==> config.mk <==
export PLATFORM = sky130hd
export DESIGN_NAME = spi_reg_sequencer
export DESIGN_NICKNAME = d
export VERILOG_FILES = /design/src/rtl/spi_reg_sequencer.sv
export SDC_FILE = /design/constraint.sdc
export NUM_CORES = 1
export LEC_CHECK = 0
export CAP_MARGIN = 20
export CORE_MARGIN = 5
export CORE_UTILIZATION = 55
export DETAILED_ROUTE_END_ITERATION = 8
export PLACE_DENSITY_LB_ADDON = 0.2
export SYNTH_ARGS = -nofsm -noshare
export SYNTH_HDL_FRONTEND = slang
export SYNTH_SLANG_ARGS = --single-unit
export TNS_END_PERCENT = 10
==> constraint.sdc <==
create_clock -name sclk -period 5.3 [get_ports sclk]
set_clock_uncertainty 0.1 [all_clocks]
set_input_delay 0.53 -clock sclk [delete_from_list [all_inputs] [get_ports sclk]]
set_output_delay 0.53 -clock sclk [all_outputs]
set_load 0.01 [all_outputs]
==> src/rtl/spi_reg_sequencer.sv <==
// spi_reg_sequencer
//   SPI (mode 0) slave frame controller running entirely in the sclk domain.
//   The first byte of a frame is a command {rw, burst, addr[5:0]}. It is
//   followed by write data bytes or dummy bytes clocked out as read data.
//   Burst frames auto-increment the address, wrapping NUM_REGS-1 -> 0.
//
// Ports
//   sclk       in   SPI clock; posedge state, negedge MISO launch
//   rst_n      in   asynchronous active-low reset
//   cs_n       in   active-low chip select; high asynchronously closes the frame
//   mosi       in   serial data in, MSB first
//   miso       out  serial data out, MSB first; 0 when not sending read data
//   reg_addr   out  register address qualifying reg_rd / reg_wr
//   reg_wdata  out  write data, valid with reg_wr
//   reg_wr     out  combinational write strobe (register file writes on posedge)
//   reg_rd     out  combinational read strobe (reg_rdata latched on posedge)
//   reg_rdata  in   combinational read data for reg_addr
//   busy       out  frame in progress
//   addr_err   out  sticky out-of-range access flag, cleared only by rst_n
module spi_reg_sequencer #(
    parameter int NUM_REGS = 64
) (
    input  logic       sclk,
    input  logic       rst_n,
    input  logic       cs_n,
    input  logic       mosi,
    output logic       miso,
    output logic [5:0] reg_addr,
    output logic [7:0] reg_wdata,
    output logic       reg_wr,
    output logic       reg_rd,
    input  logic [7:0] reg_rdata,
    output logic       busy,
    output logic       addr_err
);

    typedef enum logic [2:0] {
        ST_IDLE,
        ST_CMD,
        ST_WDATA,
        ST_RDATA,
        ST_IGNORE
    } state_t;

    state_t     st_q, st_d;
    logic [2:0] bit_cnt_q, bit_cnt_d;
    logic [6:0] shift_q, shift_d;
    logic [5:0] addr_q, addr_d;
    logic       burst_q, burst_d;
    logic [7:0] rd_shift_q, rd_shift_d;
    logic       miso_q, miso_d;
    logic       addr_err_q, addr_err_d;

    logic       frame_clr;
    logic       byte_done;
    logic [7:0] rx_byte;
    logic [5:0] addr_next;

    function automatic logic in_range(input logic [5:0] a);
        return (int'(a) < NUM_REGS);
    endfunction

    function automatic logic [5:0] wrap_inc(input logic [5:0] a);
        if (int'(a) == NUM_REGS - 1) begin
            return 6'd0;
        end
        return a + 6'd1;
    endfunction

    // Frame state is cleared by reset or by deselect; no sclk edge is needed
    // after cs_n rises.
    assign frame_clr = ~rst_n | cs_n;

    always_comb begin
        byte_done  = (bit_cnt_q == 3'd7);
        rx_byte    = {shift_q, mosi};
        addr_next  = wrap_inc(addr_q);

        st_d       = st_q;
        bit_cnt_d  = bit_cnt_q + 3'd1;
        shift_d    = {shift_q[5:0], mosi};
        addr_d     = addr_q;
        burst_d    = burst_q;
        rd_shift_d = rd_shift_q;
        addr_err_d = addr_err_q;
        reg_wr     = 1'b0;
        reg_rd     = 1'b0;
        reg_addr   = addr_q;
        reg_wdata  = 8'd0;

        case (st_q)
            ST_IDLE: begin
                st_d = ST_CMD;
            end
            ST_CMD: begin
                if (byte_done) begin
                    burst_d = rx_byte[6];
                    addr_d  = rx_byte[5:0];
                    if (rx_byte[7]) begin
                        // Fetch the first read byte at the command edge so it
                        // can be launched on the very next negedge.
                        reg_addr = rx_byte[5:0];
                        if (in_range(rx_byte[5:0])) begin
                            reg_rd     = 1'b1;
                            rd_shift_d = reg_rdata;
                        end else begin
                            rd_shift_d = 8'd0;
                            addr_err_d = 1'b1;
                        end
                        st_d = ST_RDATA;
                    end else begin
                        st_d = ST_WDATA;
                    end
                end
            end
            ST_WDATA: begin
                if (byte_done) begin
                    if (in_range(addr_q)) begin
                        reg_wr    = 1'b1;
                        reg_wdata = rx_byte;
                    end else begin
                        addr_err_d = 1'b1;
                    end
                    if (burst_q) begin
                        addr_d = addr_next;
                    end else begin
                        st_d = ST_IGNORE;
                    end
                end
            end
            ST_RDATA: begin
                if (byte_done) begin
                    if (burst_q) begin
                        // Prefetch the next address while the last bit of
                        // the current byte is being sampled by the master.
                        addr_d   = addr_next;
                        reg_addr = addr_next;
                        if (in_range(addr_next)) begin
                            reg_rd     = 1'b1;
                            rd_shift_d = reg_rdata;
                        end else begin
                            rd_shift_d = 8'd0;
                            addr_err_d = 1'b1;
                        end
                    end else begin
                        st_d = ST_IGNORE;
                    end
                end
            end
            ST_IGNORE: begin
                st_d = ST_IGNORE;
            end
            default: begin
                st_d = ST_IDLE;
            end
        endcase

        // ~bit_cnt_q == 7 - bit_cnt_q: MSB goes out first.
        miso_d = (st_q == ST_RDATA) ? rd_shift_q[~bit_cnt_q] : 1'b0;
    end

    always_ff @(posedge sclk or posedge frame_clr) begin
        if (frame_clr) begin
            st_q       <= ST_IDLE;
            bit_cnt_q  <= 3'd0;
            shift_q    <= 7'd0;
            addr_q     <= 6'd0;
            burst_q    <= 1'b0;
            rd_shift_q <= 8'd0;
        end else begin
            st_q       <= st_d;
            bit_cnt_q  <= bit_cnt_d;
            shift_q    <= shift_d;
            addr_q     <= addr_d;
            burst_q    <= burst_d;
            rd_shift_q <= rd_shift_d;
        end
    end

    // MISO launches on the falling edge so it is stable at the master's
    // sampling posedge.
    always_ff @(negedge sclk or posedge frame_clr) begin
        if (frame_clr) begin
            miso_q <= 1'b0;
        end else begin
            miso_q <= miso_d;
        end
    end

    always_ff @(posedge sclk or negedge rst_n) begin
        if (!rst_n) begin
            addr_err_q <= 1'b0;
        end else begin
            addr_err_q <= addr_err_d;
        end
    end

    assign miso     = miso_q;
    assign busy     = ~cs_n & (st_q != ST_IDLE);
    assign addr_err = addr_err_q;

endmodule
======== Word level (Yosys, flattened, before mapping) ========
Index checks and enable logic that the tools add are counted.
word-level totals
  bits in registers ....................... 29
  input port bits ......................... 12
  output and inout bits ................... 19
  word-level logic and storage cells ...... 68
operators by class
  add/subtract/negate cells ............... 2
  magnitude comparators ................... 1
  equal/unequal tests ..................... 12
  mux-type cells .......................... 32
  bitwise logic cells ..................... 5
  reductions and logical operators ........ 9
operators with widths
  operator                                                     count
  two-way mux 8 bit                                            6
  two-way mux 6 bit                                            7
  one-hot mux 6 bit (2 select lines)                           2
  one-hot mux 8 bit (2 select lines)                           1
  one-hot mux 3 bit (4 select lines)                           1
  two-way mux 1 bit                                            10
  inequality test 2 bit (second input constant)                5
  two-way mux 3 bit                                            3
  adder 6 x 1 -> 6 bit (second input constant)                 1
  == test 3 x 2 -> 1 bit (second input constant)               2
  == test 3 bit (second input constant)                        2
  == test 6 x 1 -> 1 bit (second input constant)               1
  AND reduction 5 bit                                          1
  less-than comparator 3 x 4 -> 1 bit (second input constant)  1
  AND reduction 2 bit                                          2
  nonzero test 2 bit                                           2
  adder 3 x 1 -> 3 bit (second input constant)                 1
  binary-select mux 1 bit (select 3 bit)                       1
  == test 3 x 1 -> 1 bit (second input constant)               1
  zero test 3 bit                                              1
  inverter 3 bit                                               1
  AND reduction 3 bit                                          1
  nonzero test 3 bit                                           1
  inequality test 2 x 1 -> 1 bit (second input constant)       1
  5 further kinds                                              6

======== Depth between registers and ports, before layout ========
  word-level depth ........................ 6
  mapped depth ............................ 8
  mapped depth without buffers ............ 6

==> Implementation_results.wiki <==
{| class="wikitable"
! Metric !! Value
|-
| Total number of nets in the final design || around 200
|-
| Count of max-cap constraint violations || 0
|-
| Required time reported for the critical path endpoint || approximately 4.7 ns
|-
| Startpoint kind of the worst setup timing path || register
|-
| Total of flip-flops plus latches after synthesis || 29
|-
| Number of buffers created by CTS || 5
|-
| Critical path origin || miso
|-
| Setup violation total in the final timing report || 0
|-
| Residual overflow from global routing || 0
|-
| Clk pin slew, worst setup/hold paths || roughly 0.09 ns
|-
| Worst hold path startpoint || shift_q[5]
|-
| Die Wd || between 60 and 70 um
|-
| Peak supply drop || around 0.32 mV
|-
| Die area || just over 4000 um^2
|-
| Count of antenna diodes in the layout || 0
|-
| All-layer global routing usage || 19.3%
|-
| RSZ-0062 raised after global routing || no
|-
| Highest-delay cell along the critical path || sky130_fd_sc_hd__clkdlybuf4s50_1
|-
| Slew at the pin with the worst max-slew slack || roughly 0.69 ns
|-
| Die Y-Extent || roughly 64 um
|-
| Dominant delay contributor by cell family on the critical path || buffers and inverters
|-
| Total power density per cell area || 412 nW/um^2
|-
| Number of antenna violations at the first check in global routing || 0
|-
| Standby leakage power || between 0.0008 and 0.0009 uW
|-
| Class of the most critical hold timing path || reg2reg
|-
| Post-detail-place hpwl || ~2700 um
|-
| Synthesis-to-layout area growth || 23.0%
|-
| Core Footprint || between 2000 and 3000 um^2
|-
| Netlist area before placement || around 1600 um^2
|-
| Fraction of layout instances using a drive strength above 1 || between 10% and 20%
|-
| Number of clock sinks seen by CTS || 29
|-
| Mean Syn Cell Area || about 11 um^2
|-
| IO buf count || 29
|-
| Mapped Nets || 167
|-
| Worst slew margin relative to its limit || 54.0%
|-
| Pin count of the biggest net entering global routing || 29
|-
| Critical path data arrival time || between 3 and 4 ns
|-
| Wire length per cell || about 17 um
|-
| Proportion of register bits with asynchronous set or reset after synthesis || 100%
|-
| Worst setup timing slack at the placement stage || around 1.1 ns
|-
| Number of setup buffers added after CTS || 0
|-
| FILL cells || ~210
|-
| PnR Total Power || roughly 810 uW
|-
| Instance area at placement || approximately 1900 um^2
|-
| Cell at the root of the clock tree || sky130_fd_sc_hd__clkbuf_4
|-
| Global placement routability congestion || 0.848
|-
| Number of routed nets with antenna violations || 0
|-
| Least setup slack across all paths after layout || between 0.7 and 0.8 ns
|-
| Overall routed net length || ~3600 um
|-
| Number of vias per cell || 6.10
|-
| Yosys cell types || 44
|-
| Count of pins over their slew limit || 0
|-
| Number of global-route vias before repair || roughly 1300
|-
| Worst setup path category || reg2out
|-
| Number of instances in the synthesized netlist || between 150 and 200
|-
| Global-route wire length before repair || between 6000 and 7000 um
|-
| WHS || roughly 0.31 ns
|-
| I/O pin total || 31
|-
| Drt initial violations || just over 100
|-
| Number of buffers inserted for hold repair after clock tree synthesis || 0
|-
| FF-to-FF Start || bit_cnt_q[0]
|-
| Number of iterations in the first detailed-routing pass || 4
|-
| Number of cells upsized or downsized after cts || 0
|-
| Post-route design area || just under 2000 um^2
|-
| Crit path capture type || output port
|-
| Area of the multi-input gates || slightly above 800 um^2
|-
| Placement row count || 19
|-
| Largest incremental delay on the critical path || approximately 0.54 ns
|-
| Warnings, synthesis || 0
|-
| Latest clock arrival within the worst-skew pair || about 0.32 ns
|-
| Highest fanout seen on the critical path || 1
|-
| Buffers from clock root to sink, at most || 2
|-
| Starting density of the core || between 50% and 60%
|-
| Crit-path cells || clkdlybuf4s50_1
|-
| DRC violation count after routing || 0
|-
| Total area of sequential cells || 726 um^2
|-
| Clock tree from TritonCTS || yes
|-
| Result of the run || finished, final reports clean
|-
| Number of flops mapped to enable cells by yosys || 0
|-
| Sequential share of the synthesized area || roughly 45%
|-
| Total number of H-tree levels || 2
|-
| Final count of hold timing violations || 0
|-
| Buf+Inv Stages, Crit Path || 1
|-
| Ys flop type || sky130_fd_sc_hd__dfrtp_1
|-
| Total negative slack || 0 ns
|-
| Via count || 1299
|}
[routing by layer]
layer	vias up	GRT usage (%)	share of wire, %
met5	-	0	0
met4	0	6.23	1.3
met3	6	5.60	5.6
met2	40	34.4	54
met1	639	22.0	39
li1	614	-	-
[registers in the layout, summed over array words and instances (netlist names)]
| register | cells |
|---|---|
| addr_q | 6 |
| bit_cnt_q | 3 |
| burst_q | 1 |
| miso | 1 |
| rd_shift_q | 8 |
| shift_q | 7 |
| st_q | 3 |
[Yosys cell counts, drive strengths merged (3+ instances only)]
library cell / n / area share (%)
dfrtp: 28 / 44
nand2: 13 / 3.1
and2: 11 / 4.5
o21ai: 11 / 3.4
mux2: 9 / 6.3
nor2: 9 / 3.1
a21oi: 6 / 1.9
mux2i: 6 / 3.8
buf: 5 / 2.2
a22oi: 4 / 1.9
clkbuf: 4 / 0.94
ha: 3 / 2.4
nand3: 3 / 0.94
nand3b: 3 / 1.4
nor3: 3 / 0.94
o221ai: 3 / 1.6
[report_power, final]
part | switching (uW) | internal, uW
Clock | 76.7 | 76.8
Sequential | 72.7 | 273
Combinational | 142 | 168
Total | 291 | 517
[per-stage QoR]
step,utilization [%],cells
3_5_place_dp,68.6,205
3_3_place_gp,68.6,205
4_1_cts,71.2,213
5_1_grt,71.2,213
2_1_floorplan,-,152
6_report,71.2,213
[worst register-to-register path, cell delays in order (launching register included)]
cell and delay, ns:
sky130_fd_sc_hd__dfrtp_1 0.44, sky130_fd_sc_hd__mux4_2 0.53, sky130_fd_sc_hd__mux2i_1 0.17, sky130_fd_sc_hd__nor2_1 0.06
[cells by family after synthesis]
group           after synthesis  share of synthesized area (%)
compound gates               34                           14.1
xor+xnor                      3                           1.65
fa+ha+maj                     3                           2.35
buf+inv                      11                           3.60
flops                        29                           45.5
mux                          17                           12.9
other cells                   1                          0.235
simple gates                 54                           19.7
[layout make-up]
cell class / instances / area share (%)
clock inverters: 1 / 0.255
well taps: 31 / 1.98
flip-flops and latches: 29 / 37.0
inverters: 2 / 0.382
multi-input cells: 112 / 41.6
clock buffers: 7 / 3.31
repair buffers: 31 / 15.6
[cells in the final DEF (no fill, tap or decap), drive strengths merged, types with 6 or more instances in the layout]
cell / Yosys / layout
nand2: 13 / 13
nor2: 9 / 9
clkdlybuf4s50: 0 / 29
a21oi: 6 / 6
clkbuf: 4 / 7
and2: 11 / 11
mux2i: 6 / 6
dfrtp: 28 / 28
o21ai: 11 / 11
mux2: 9 / 9
[path summary, 6_finish.rpt]
| check | endpoint | slack (ns) | cells after the start |
|---|---|---|---|
| setup / recovery | miso | 0.77 | 1 |
| setup reg to reg | miso | 1.19 | 3 |
| min in group asynchronous | addr_q[5] | 0.71 | 3 |
| hold reg to reg | shift_q[6] | 0.31 | 0 |
| max in group asynchronous | miso | 1.95 | 2 |
| hold / removal | shift_q[6] | 0.31 | 0 |
Power figures use the tool's default switching activity.
